[config.mk]
export PLATFORM = sky130hd
export DESIGN_NAME = k7_aurora_link_ctrl
export DESIGN_NICKNAME = d
export VERILOG_FILES = /design/src/rtl/aurora_ctrl_pkg.sv /design/src/rtl/aurora_sync2.sv /design/src/rtl/k7_aurora_link_ctrl.sv
export SDC_FILE = /design/constraint.sdc
export NUM_CORES = 1
export LEC_CHECK = 0
export BUFFER_PORTS_ARGS = -buffer_cell sky130_fd_sc_hd__buf_4
export CAP_MARGIN = 20
export CORE_MARGIN = 2
export CORE_UTILIZATION = 35
export CTS_CLUSTER_SIZE = 14
export DETAILED_ROUTE_END_ITERATION = 10
export PLACE_DENSITY_LB_ADDON = 0.25
export SLEW_MARGIN = 30
export SYNTH_ARGS = -nofsm -noshare
export SYNTH_HDL_FRONTEND = slang
export SYNTH_SLANG_ARGS = --single-unit
[constraint.sdc]
create_clock -name CLK50 -period 2.5 [get_ports CLK50]
set_input_delay 0.5 -clock CLK50 [delete_from_list [all_inputs] [get_ports CLK50]]
set_output_delay 0.5 -clock CLK50 [all_outputs]
set_load 0.05 [all_outputs]
[src/rtl/aurora_ctrl_pkg.sv]
// Shared state codes and defaults for the Aurora lane bring-up sequencer.
package aurora_ctrl_pkg;

  localparam int TMR_W_DEF = 24;

  typedef enum logic [2:0] {
    ST_WAIT_LOCK = 3'd0,
    ST_PMA_RST   = 3'd1,
    ST_PB_RST    = 3'd2,
    ST_WAIT_UP   = 3'd3,
    ST_UP        = 3'd4,
    ST_FAIL      = 3'd5
  } state_e;

  // 8-bit increment that sticks at 255 instead of wrapping.
  function automatic logic [7:0] sat_inc8(input logic [7:0] v);
    return (v == 8'hFF) ? v : v + 8'd1;
  endfunction

endpackage

[src/rtl/aurora_sync2.sv]
// Two-flop single-bit synchronizer, synchronous active-high reset.
module aurora_sync2 (
  input  logic clk_i,
  input  logic rst_i,
  input  logic d_i,
  output logic q_o
);

  logic meta_q;
  logic sync_q;

  // Capture the async level, then re-register to settle metastability.
  always_ff @(posedge clk_i) begin
    if (rst_i) begin
      meta_q <= 1'b0;
      sync_q <= 1'b0;
    end else begin
      meta_q <= d_i;
      sync_q <= meta_q;
    end
  end

  assign q_o = sync_q;

endmodule

[src/rtl/k7_aurora_link_ctrl.sv]
// Bring-up / recovery sequencer for one Kintex-7 Aurora 64b66b lane.
// Sequences pma_init then reset_pb, waits for channel-up with retries,
// and re-runs the sequence on hard error or a filtered channel drop.
module k7_aurora_link_ctrl
  import aurora_ctrl_pkg::*;
#(
  parameter int PMA_CYCLES  = 100,
  parameter int PB_CYCLES   = 100,
  parameter int UP_TIMEOUT  = 1000000,
  parameter int DOWN_FILTER = 16,
  parameter int MAX_RETRY   = 7,
  parameter int TMR_W       = TMR_W_DEF
) (
  input  logic       CLK50,
  input  logic       RST,
  input  logic       DCM_LOCKED,
  input  logic       CHANNEL_UP,
  input  logic       HARD_ERR,
  input  logic       RETRY_REQ,
  output logic       PMA_INIT,
  output logic       RESET_PB,
  output logic       LINK_UP,
  output logic       LINK_FAIL,
  output logic [7:0] RETRY_CNT,
  output logic [7:0] LINK_DROPS,
  output logic [2:0] STATE
);

  localparam logic [TMR_W-1:0] PMA_LAST = TMR_W'(PMA_CYCLES - 1);
  localparam logic [TMR_W-1:0] PB_LAST  = TMR_W'(PB_CYCLES - 1);
  localparam logic [TMR_W-1:0] TO_LAST  = TMR_W'(UP_TIMEOUT - 1);
  localparam logic [TMR_W-1:0] DF_LAST  = TMR_W'(DOWN_FILTER - 1);
  localparam logic [7:0]       RETRY_LIM = 8'(MAX_RETRY);

  logic up_s, err_s;

  aurora_sync2 u_sync_up (
    .clk_i (CLK50),
    .rst_i (RST),
    .d_i   (CHANNEL_UP),
    .q_o   (up_s)
  );

  aurora_sync2 u_sync_err (
    .clk_i (CLK50),
    .rst_i (RST),
    .d_i   (HARD_ERR),
    .q_o   (err_s)
  );

  state_e           state_q, state_d;
  logic [TMR_W-1:0] tmr_q, tmr_d;
  logic [TMR_W-1:0] dcnt_q, dcnt_d;
  logic [7:0]       rcnt_q, rcnt_d;
  logic [7:0]       drops_q, drops_d;
  logic             pma_q, pb_q, up_q, fail_q;

  // Next-state / counter logic; timer and down counter default to 0 so
  // every state entry starts with a cleared timer.
  always_comb begin
    state_d = state_q;
    tmr_d   = '0;
    dcnt_d  = '0;
    rcnt_d  = rcnt_q;
    drops_d = drops_q;
    if (!DCM_LOCKED) begin
      state_d = ST_WAIT_LOCK;
    end else if (RETRY_REQ && (state_q != ST_WAIT_LOCK)) begin
      state_d = ST_PMA_RST;
      rcnt_d  = '0;
    end else begin
      unique case (state_q)
        ST_WAIT_LOCK: state_d = ST_PMA_RST;
        ST_PMA_RST: begin
          if (tmr_q == PMA_LAST) state_d = ST_PB_RST;
          else                   tmr_d   = tmr_q + 1'b1;
        end
        ST_PB_RST: begin
          if (tmr_q == PB_LAST) state_d = ST_WAIT_UP;
          else                  tmr_d   = tmr_q + 1'b1;
        end
        ST_WAIT_UP: begin
          if (up_s) begin
            state_d = ST_UP;
            rcnt_d  = '0;
          end else if (tmr_q == TO_LAST) begin
            // >= so a count already past the limit (after an UP recovery
            // with a small limit) still ends in FAIL rather than looping.
            if (rcnt_q >= RETRY_LIM) begin
              state_d = ST_FAIL;
            end else begin
              state_d = ST_PMA_RST;
              rcnt_d  = sat_inc8(rcnt_q);
            end
          end else begin
            tmr_d = tmr_q + 1'b1;
          end
        end
        ST_UP: begin
          if (err_s || (!up_s && (dcnt_q == DF_LAST))) begin
            state_d = ST_PMA_RST;
            drops_d = sat_inc8(drops_q);
            rcnt_d  = sat_inc8(rcnt_q);
          end else if (!up_s) begin
            dcnt_d = dcnt_q + 1'b1;
          end
        end
        ST_FAIL: state_d = ST_FAIL;
        default: state_d = ST_WAIT_LOCK;
      endcase
    end
  end

  // State, counters, and outputs decoded from the next state so the
  // outputs move on the same edge as the transition.
  always_ff @(posedge CLK50) begin
    if (RST) begin
      state_q <= ST_WAIT_LOCK;
      tmr_q   <= '0;
      dcnt_q  <= '0;
      rcnt_q  <= '0;
      drops_q <= '0;
      pma_q   <= 1'b1;
      pb_q    <= 1'b1;
      up_q    <= 1'b0;
      fail_q  <= 1'b0;
    end else begin
      state_q <= state_d;
      tmr_q   <= tmr_d;
      dcnt_q  <= dcnt_d;
      rcnt_q  <= rcnt_d;
      drops_q <= drops_d;
      pma_q   <= (state_d == ST_WAIT_LOCK) || (state_d == ST_PMA_RST) ||
                 (state_d == ST_FAIL);
      pb_q    <= (state_d == ST_WAIT_LOCK) || (state_d == ST_PMA_RST) ||
                 (state_d == ST_PB_RST)    || (state_d == ST_FAIL);
      up_q    <= (state_d == ST_UP);
      fail_q  <= (state_d == ST_FAIL);
    end
  end

  assign PMA_INIT   = pma_q;
  assign RESET_PB   = pb_q;
  assign LINK_UP    = up_q;
  assign LINK_FAIL  = fail_q;
  assign RETRY_CNT  = rcnt_q;
  assign LINK_DROPS = drops_q;
  assign STATE      = state_q;

endmodule

==> flow_summary.ini, run 1 <==
[cells_and_area]
synthToLayoutAreaGrowth_pct = 16.1
num_antenna_cells = 0
final_util_pct = 42.0
nets = 458
drive_gt1_share_pct = 13.7

[place]
dpl.hpwl_um = 5390
portBuffers = 28
gp_congestion = 0.776
dpl_worst_slack_ns = 0.204

[detailed_routing]
vias = 2935
routed_wl_um = 7740
remaining_drc_errors = 0
viasPerCell = 5.01
ant_nets = 0
routedWlPerCell_um = 13.2
drt-pass1-iter-count = 4
drtIter0Drc = 152

[floorplanning]
pin_count = 29
start_util_pct = 36.2
core_mm2 = 0.00977
die_w_um = 104
die_h_um = 104
dieArea_mm2 = 0.0109
rows = 36

[yosys]
synth_cells = 421
synth_edf_count = 0
yosysSeqAreaShare_pct = 42.5
yosysMostFrequentCell = dfxtp_1
netlist.area_leader.share_pct = 42.5
syn_area_mm2 = 0.00353
avgSynthCellArea_um2 = 8.40
synth_seq_cells = 75
synth_cell_type_count = 55
ys.flop_type = dfxtp_1
yosysTopAreaCell = dfxtp_1
synth_common_cells = dfxtp_1, nor2_1, nand2_1
synth_nets = 431
synth_warnings = 0
async_reset_ff_share_pct = 0
yosys-top-cells-area = dfxtp_1, nor2_1, xnor2_1

[worst_hold_path]
hold_path_class = primary input to flop
whs_path_depth = 2

[setup_path]
cp_cell_sequence = ha_1 > and3_1 > nand3_1 > nor4_4 > o211ai_4 > or4_1 > a21oi_1
end_kind = flop
worstSetupPathType = flop to flop
cp.required_ns = 2.79
reg2regPathDepth = 7
cp_slowest_cell = or4_1
startpoint_type = flop
path_max_fanout = 9
worst_path_largest_cell_delay_ns = 0.52
arrival_ns = 2.58

[clock_tree]
insertion_delay_ns = 0.35
htree_levels = 3
root_buffer = clkbuf_8
clk_pin_slew_worst_paths_ns = 0.08
cts_buffer_depth = 2
clock-sinks = 75
cts_made_buffers = 9
cts_tree = built

[timing]
clock.fmax_mhz = 435
min_period_ns = 2.30
fin_crit_sh_pct = 91.9
finalHoldViolations = 0
slew_headroom_pct = 59.4
finalSetupViolCount = 0
tightest_slew_ns = 0.606
slew_violations = 0
fin_setup_tns_ns = 0
whs_ns = 0.356
fin_skew_ns = 0.00910
rsz0062_at_grt = false
fin_ws_ns = 0.203

[power_and_ir_drop]
seq_power_share_pct = 52.4
clkPwrFrac_pct = 45.1
leakage_nw = 1.37
switching_share_pct = 22.4
power.net_switching_mw = 0.514
p_comb_share_pct = 2.5
p_int_mw = 1.78
peakVddDrop_mv = 0.330
p_per_area_mw_per_mm2 = 560

[job]
drv_cap = 0

[global_routing]
grt_pass1_vias = 2797
grt_max_degree = 25
overflow = 0
antenna_found_initial = 0
grt_pass1_wl_um = 13300
grtUsageTotal_pct = 14.9

[status]
run_status = complete, no violations
==> critical path: cells and delay by family, from the launching register on <==
kind,cells,cell delay (ns)
adder cells (fa/ha/maj),1,0.24
AND/OR/NAND/NOR,4,1.30
flip-flops,1,0.38
AO/OA/AOI/OAI,2,0.32
==> worst paths after layout <==
check	slack [ns]	to	start
max	0.20	RETRY_CNT[3]$_SDFFE_PP0P_	tmr_q[0]$_SDFF_PP0_
min reg2reg	0.45	u_sync_err.q_o$_SDFF_PP0_	u_sync_err.meta_q$_SDFF_PP0_
min	0.36	u_sync_err.meta_q$_SDFF_PP0_	HARD_ERR
max reg2reg	0.20	RETRY_CNT[3]$_SDFFE_PP0P_	tmr_q[0]$_SDFF_PP0_
==> metrics by stage <==
| step | area, µm² | cells | power [mW] |
|---|---|---|---|
| after floorplan | 3530 | 421 | 1.27 |
| after global placement | 3880 | 570 | 1.29 |
| after detailed placement | 3880 | 570 | 1.29 |
| after CTS | 4100 | 586 | 2.34 |
| after global routing | 4110 | 586 | 2.38 |
| final | 4110 | 586 | 2.30 |
==> routing by layer <==
metal,vias up,track usage (%),wire (µm)
met1,1371,20.0,3910
met3,7,5.33,297
met2,40,22.5,3450
li1,1517,-,-
met5,-,0,0
met4,0,3.96,82
==> registers in the layout (all words and copies together) (netlist names), 3 cells and up <==
name / cells
RETRY_CNT: 8
LINK_DROPS: 8
STATE: 3
dcnt_q: 24
tmr_q: 24
==> cells by family (layout without fill, tap and decap cells) <==
group / Yosys count / after routing / share of synthesized area [%]
AND/OR/NAND/NOR: 216 / 216 / 31.7
flip-flops: 75 / 75 / 42.5
AO/OA/AOI/OAI: 52 / 52 / 9.59
XOR/XNOR: 47 / 47 / 11.6
buffers and inverters: 26 / 58 / 2.90
adder cells (fa/ha/maj): 5 / 5 / 1.70
==> cells in the final DEF, fill, tap and decap left out, types with 6 or more instances in the layout <==
master,instances
nor2_1,73
xor2_1,22
nor4_1,8
dfxtp_1,75
a21oi_1,16
xnor2_1,25
nor3_1,12
nand3_1,17
nand2_1,34
and3_1,13
nor2b_1,6
or3_1,8
o21ai_0,14
inv_1,9
buf_4,33
clkbuf_8,9
nand4_1,14
==> final cells by class <==
class / instances / area (µm²)
Sequential cell: 75 / 1500
Timing Repair Buffer: 33 / 248
Inverter: 9 / 33.8
Clock inverter: 6 / 88.8
Tap cell: 133 / 166
Multi-Input combinational cell: 320 / 1940
Fill cell: 1034 / 5670
Clock buffer: 10 / 128
==> power groups by stage <==
stage	sequential (mW)	combinational (mW)	clock [mW]
after floorplan	1.24	0.0320	0
after global placement	1.23	0.0571	0
after detailed placement	1.23	0.0577	0
after CTS	1.20	0.0579	1.07
after global routing	1.20	0.0633	1.11
final	1.20	0.0580	1.04
==> what timing repair did <==
action	CTS	global route
buffers inserted	0	0
gates resized for setup	0	1
hold buffers	0	0
endpoints found under the setup margin	0	4
Power figures use the tool's default switching activity.
==> inputs of run 2 (changes only) <==
CTS_BUF_LIST = sky130_fd_sc_hd__clkbuf_2   (was unset)
SYNTH_HIERARCHICAL = 1   (was unset)
==> flow_summary.ini, run 2 <==
[status]
run_status = complete, no violations

[clock_tree]
insertion_delay_ns = 0.49
clk_pin_slew_worst_paths_ns = 0.22
clock-sinks = 75
htree_levels = 3
cts_made_buffers = 9
cts_tree = built
ctsResizeCount = 0
root_buffer = clkbuf_2
cts_buffer_depth = 2
cts_setup_buffers = 0
hold_buffers = 0

[detailed_routing]
routed_wl_um = 6820
viasPerCell = 4.93
drtIter0Drc = 107
vias = 2797
ant_nets = 0
remaining_drc_errors = 0
routedWlPerCell_um = 12.0
drt-pass1-iter-count = 4

[cells_and_area]
postLayoutCellArea_mm2 = 0.00393
nFillCells = 989
final_common_cell = dfxtp_1
multi_input_area_mm2 = 0.00186
nets = 439
fin_cells = 567
layout.cells.most_common_list = dfxtp_1, nor2_1, buf_4
num_antenna_cells = 0
top_regs = dcnt_q x24, tmr_q x24
seqCellArea_mm2 = 0.00150
drive_gt1_share_pct = 13.4
final_util_pct = 40.6
synthToLayoutAreaGrowth_pct = 13.1

[setup_path]
path_max_fanout = 8
arrival_ns = 2.55
end_kind = flop
cp.buffers_inverters = 0
crit_family = simple AND/OR/NAND/NOR gates
cp_slowest_cell = dfxtp_1
worstSetupPathType = flop to flop
startpoint_type = flop
r2r_slack_ns = 0.40
worst_path_largest_cell_delay_ns = 0.40
cp.required_ns = 2.95
cp_cell_sequence = nor4_2 > nand3_1 > o31ai_4 > nand3_4 > or3_1 > a21oi_1

[place]
gp_congestion = 0.755
placed_cells = 551
dpl.hpwl_um = 4920
dpl-instance-area_mm2 = 0.00381
portBuffers = 28

[yosys]
synth_common_cells = dfxtp_1, nor2_1, xnor2_1
synth_nets = 406
synth_cell_type_count = 52
synth_warnings = 6
avgSynthCellArea_um2 = 8.77
yosysTopAreaCell = dfxtp_1
yosys-top-cells-area = dfxtp_1, nor2_1, xnor2_1
synth_edf_count = 0
syn_area_mm2 = 0.00347
synth_cells = 396
synth_seq_cells = 75
ys.flop_type = dfxtp_1
yosysMostFrequentCell = dfxtp_1
async_reset_ff_share_pct = 0
yosysSeqAreaShare_pct = 43.2
netlist.area_leader.share_pct = 43.2

[timing]
tightest_slew_ns = 0.567
rsz0062_at_grt = false
clock.fmax_mhz = 475
fin_skew_ns = 0.0281
fin_setup_tns_ns = 0
slew_headroom_pct = 61.9
finalSetupViolCount = 0
slew_violations = 0
fin_crit_sh_pct = 84.1
min_period_ns = 2.10
finalHoldViolations = 0

[global_routing]
grt_max_degree = 25
grt_pass1_vias = 2526
grtUsageTotal_pct = 13.0
overflow = 0
grt_pass1_wl_um = 11800
antenna_found_initial = 0

[power_and_ir_drop]
peakVddDrop_mv = 0.193
p_per_area_mw_per_mm2 = 493
leakage_nw = 1.34
power_mw = 1.93

[worst_hold_path]
hold_path_class = primary input to flop

[job]
drv_cap = 0

[floorplanning]
core_mm2 = 0.00968
dieArea_mm2 = 0.0107
die_h_um = 104
start_util_pct = 35.9
rows = 36
pin_count = 29
die_w_um = 104
-- run 2: cell count changes after synthesis, moves of 4 or more --
cell	delta
nand2_1	-16
clkbuf_1	-12
nand3_1	+7
buf_2	+4
nand4_1	-4
o31ai_1	-4
-- run 2: stage by stage --
| step | setup slack, ns | hold slack (ns) |
|---|---|---|
| after floorplan | 0.299 | 0.412 |
| after global placement | 0.409 | 0.423 |
| after detailed placement | 0.389 | 0.440 |
| after CTS | 0.373 | 0.159 |
| after global routing | 0.0827 | 0.148 |
| final | 0.397 | 0.201 |
-- run 2: where the power goes --
part	total, mW	internal, mW	switching [mW]
logic	0.0561	0.0218	0.0344
clock network	0.668	0.238	0.430
registers	1.21	1.20	0.00635
-- run 2: cell type report --
type,instances,share of cell area [%]
clock inverter,6,1.66
clock buffer,10,1.27
inverter,11,1.05
tap,133,4.24
multi-input combinational,300,47.4
sequential,75,38.2
timing repair buffer,32,6.12
-- run 2: per-layer routing --
| metal | GRT usage [%] | up-vias | wire length (µm) |
|---|---|---|---|
| met3 | 4.15 | 5 | 250 |
| met4 | 2.61 | 0 | 63 |
| met1 | 17.0 | 1293 | 3410 |
| li1 | - | 1461 | - |
| met2 | 21.2 | 38 | 3090 |
| met5 | 0 | - | 0 |
-- run 2: path summary, 6_finish.rpt --
check | to | from | cells after the start
min reg2reg | u_sync_err/q_o$_SDFF_PP0_ | u_sync_err/meta_q$_SDFF_PP0_ | 1
min | u_sync_up/meta_q$_SDFF_PP0_ | CHANNEL_UP | 2
max | RETRY_CNT[3]$_SDFFE_PP0P_ | tmr_q[11]$_SDFF_PP0_ | 6
max reg2reg | RETRY_CNT[3]$_SDFFE_PP0P_ | tmr_q[11]$_SDFF_PP0_ | 6
-- run 2: worst register-to-register path, cell delays in order, from the launching register on --
cell and delay [ns]:
dfxtp_1 0.40, nor4_2 0.31, nand3_1 0.29, o31ai_4 0.39, nand3_4 0.16, or3_1 0.37, a21oi_1 0.14
-- run 2: logic make-up (layout without fill, tap and decap cells) --
logic type	Yosys count	count (layout)	share of synthesized area, %
muxes	1	1	0.288
xor gates and xnor gates	49	49	12.4
and+or+nand+nor	199	199	30.4
DFF	75	75	43.2
buffers and inverters	21	59	3.10
adders and majority gates	4	4	1.44
AOI/OAI and AO/OA	47	47	9.15
==> inputs of run 3 (changes only) <==
clock period = 2.01 ns   (was 2.5 ns; I/O delays follow)
==> flow_summary.ini, run 3 (synthesis results as in run 2) <==
[timing]
fin_crit_sh_pct = 100
slew_violations = 0
finalHoldViolations = 0
rsz0062_at_grt = true
slew_headroom_pct = 71.0
min_period_ns = 2.01
finalSetupViolCount = 1
fin_skew_ns = 0.0288
clock.fmax_mhz = 497
tightest_slew_ns = 0.434
whs_ns = 0.0808
fin_ws_ns = -0.00145

[floorplanning]
die_h_um = 104
core_mm2 = 0.00968
rows = 36
die_w_um = 104
dieArea_mm2 = 0.0107
pin_count = 29
start_util_pct = 35.9

[detailed_routing]
routed_wl_um = 7460
viasPerCell = 4.84
drtIter0Drc = 94
vias = 2965
ant_nets = 0
routedWlPerCell_um = 12.2
remaining_drc_errors = 0
drt-pass1-iter-count = 4

[place]
gp_congestion = 0.819
dpl.hpwl_um = 5380
dpl_worst_slack_ns = 0.00838
dpl-instance-area_mm2 = 0.00417
portBuffers = 28

[status]
violations = negative setup slack
run_status = complete, but fails checks

[setup_path]
worst_path_largest_cell_delay_ns = 0.53
path_max_fanout = 4
cp_cell_sequence = or4_4 > nor3_4 > a2111o_2 > buf_6 > nand3_4 > or3_1 > a21oi_1
arrival_ns = 2.49
worstSetupPathType = flop to flop
cp_slowest_cell = or4_4
cp.buffers_inverters = 1
crit_family = simple AND/OR/NAND/NOR gates
cp.required_ns = 2.49
startpoint_type = flop
end_kind = flop

[global_routing]
grt_pass1_wl_um = 12700
overflow = 0
grt_max_degree = 25
antenna_found_initial = 0
grt_pass1_vias = 2782
grtUsageTotal_pct = 14.2

[worst_hold_path]
hold_path_class = primary input to flop

[clock_tree]
clock-sinks = 75
cts_buffer_depth = 2
cts_tree = built
root_buffer = clkbuf_2
cts_made_buffers = 9
insertion_delay_ns = 0.54
htree_levels = 3
hold_buffers = 0
clk_pin_slew_worst_paths_ns = 0.21

[cells_and_area]
final_util_pct = 45.4
synthToLayoutAreaGrowth_pct = 26.7
final_common_cell = buf_4
layout.cells.most_common_list = buf_4, nor2_1, dfxtp_1
nets = 484
postLayoutCellArea_mm2 = 0.00440
drive_gt1_share_pct = 28.0
nFillCells = 969
top_regs = dcnt_q x24, tmr_q x24
num_antenna_cells = 0

[power_and_ir_drop]
p_per_area_mw_per_mm2 = 526
peakVddDrop_mv = 0.218
leakage_nw = 1.59

[job]
drv_cap = 0
## run 3: changes by cell type in the layout (fill, tap and decap cells not counted), moves of 2 or more
cell,change
nor4b_1,-2
clkinvlp_4,+5
dfxtp_2,+13
dfxtp_1,-13
nand3_2,+2
buf_6,+3
and3_1,-2
buf_12,+2
nand3_1,-2
clkinv_4,-2
buf_4,+40
nor4_1,-2
## run 3: path summary, 6_finish.rpt
| kind | cells past startpoint | endpoint | slack [ns] | start |
|---|---|---|---|---|
| max | 7 | RETRY_CNT[4]$_SDFFE_PP0P_ | -0.001 | dcnt_q[10]$_SDFF_PP0_ |
| min | 2 | u_sync_err/meta_q$_SDFF_PP0_ | 0.08 | HARD_ERR |
| max reg2reg | 7 | RETRY_CNT[4]$_SDFFE_PP0P_ | -0.001 | dcnt_q[10]$_SDFF_PP0_ |
| min reg2reg | 1 | dcnt_q[0]$_SDFF_PP0_ | 0.43 | dcnt_q[0]$_SDFF_PP0_ |
## run 3: per-stage QoR
stage	power, mW	setup TNS (ns)	cells
2_1_floorplan	1.58	-0.00425	396
3_3_place_gp	1.62	0	594
3_5_place_dp	1.62	0	594
6_report	2.31	-0.00145	612
4_1_cts	2.35	0	610
5_1_grt	2.41	-0.677	612
## run 3: area by class of cell
class,count,area (µm²),share of cell area [%]
clock inverter,6,42.5,0.967
clock buffer,10,50.0,1.14
multi-input combinational,300,1970,44.7
inverter,11,41.3,0.938
tap,133,166,3.78
sequential,75,1520,34.5
timing repair buffer,77,614,14.0
## run 3: where the power goes
part | internal, mW | leakage, nW | total [mW] | switching (mW)
logic | 0.0402 | 0.927 | 0.0921 | 0.0518
registers | 1.50 | 0.612 | 1.50 | 0.00348
clock network | 0.162 | 0.0462 | 0.722 | 0.560
total | 1.70 | 1.59 | 2.31 | 0.615
## run 3: metal layers
metal | vias to the layer above | track usage, % | part of all wire (%)
met1 | 1364 | 18.1 | 50
li1 | 1535 | - | -
met2 | 54 | 23.1 | 45
met5 | - | 0 | 0
met3 | 12 | 3.84 | 3.8
met4 | 0 | 5.02 | 1.4
## run 3: what timing repair did
| action | in CTS | in global routing |
|---|---|---|
| buffers inserted | 0 | 2 |
| endpoints found under the setup margin | 6 | 35 |
| gates resized for setup | 3 | 28 |
| pin swaps | 1 | 7 |
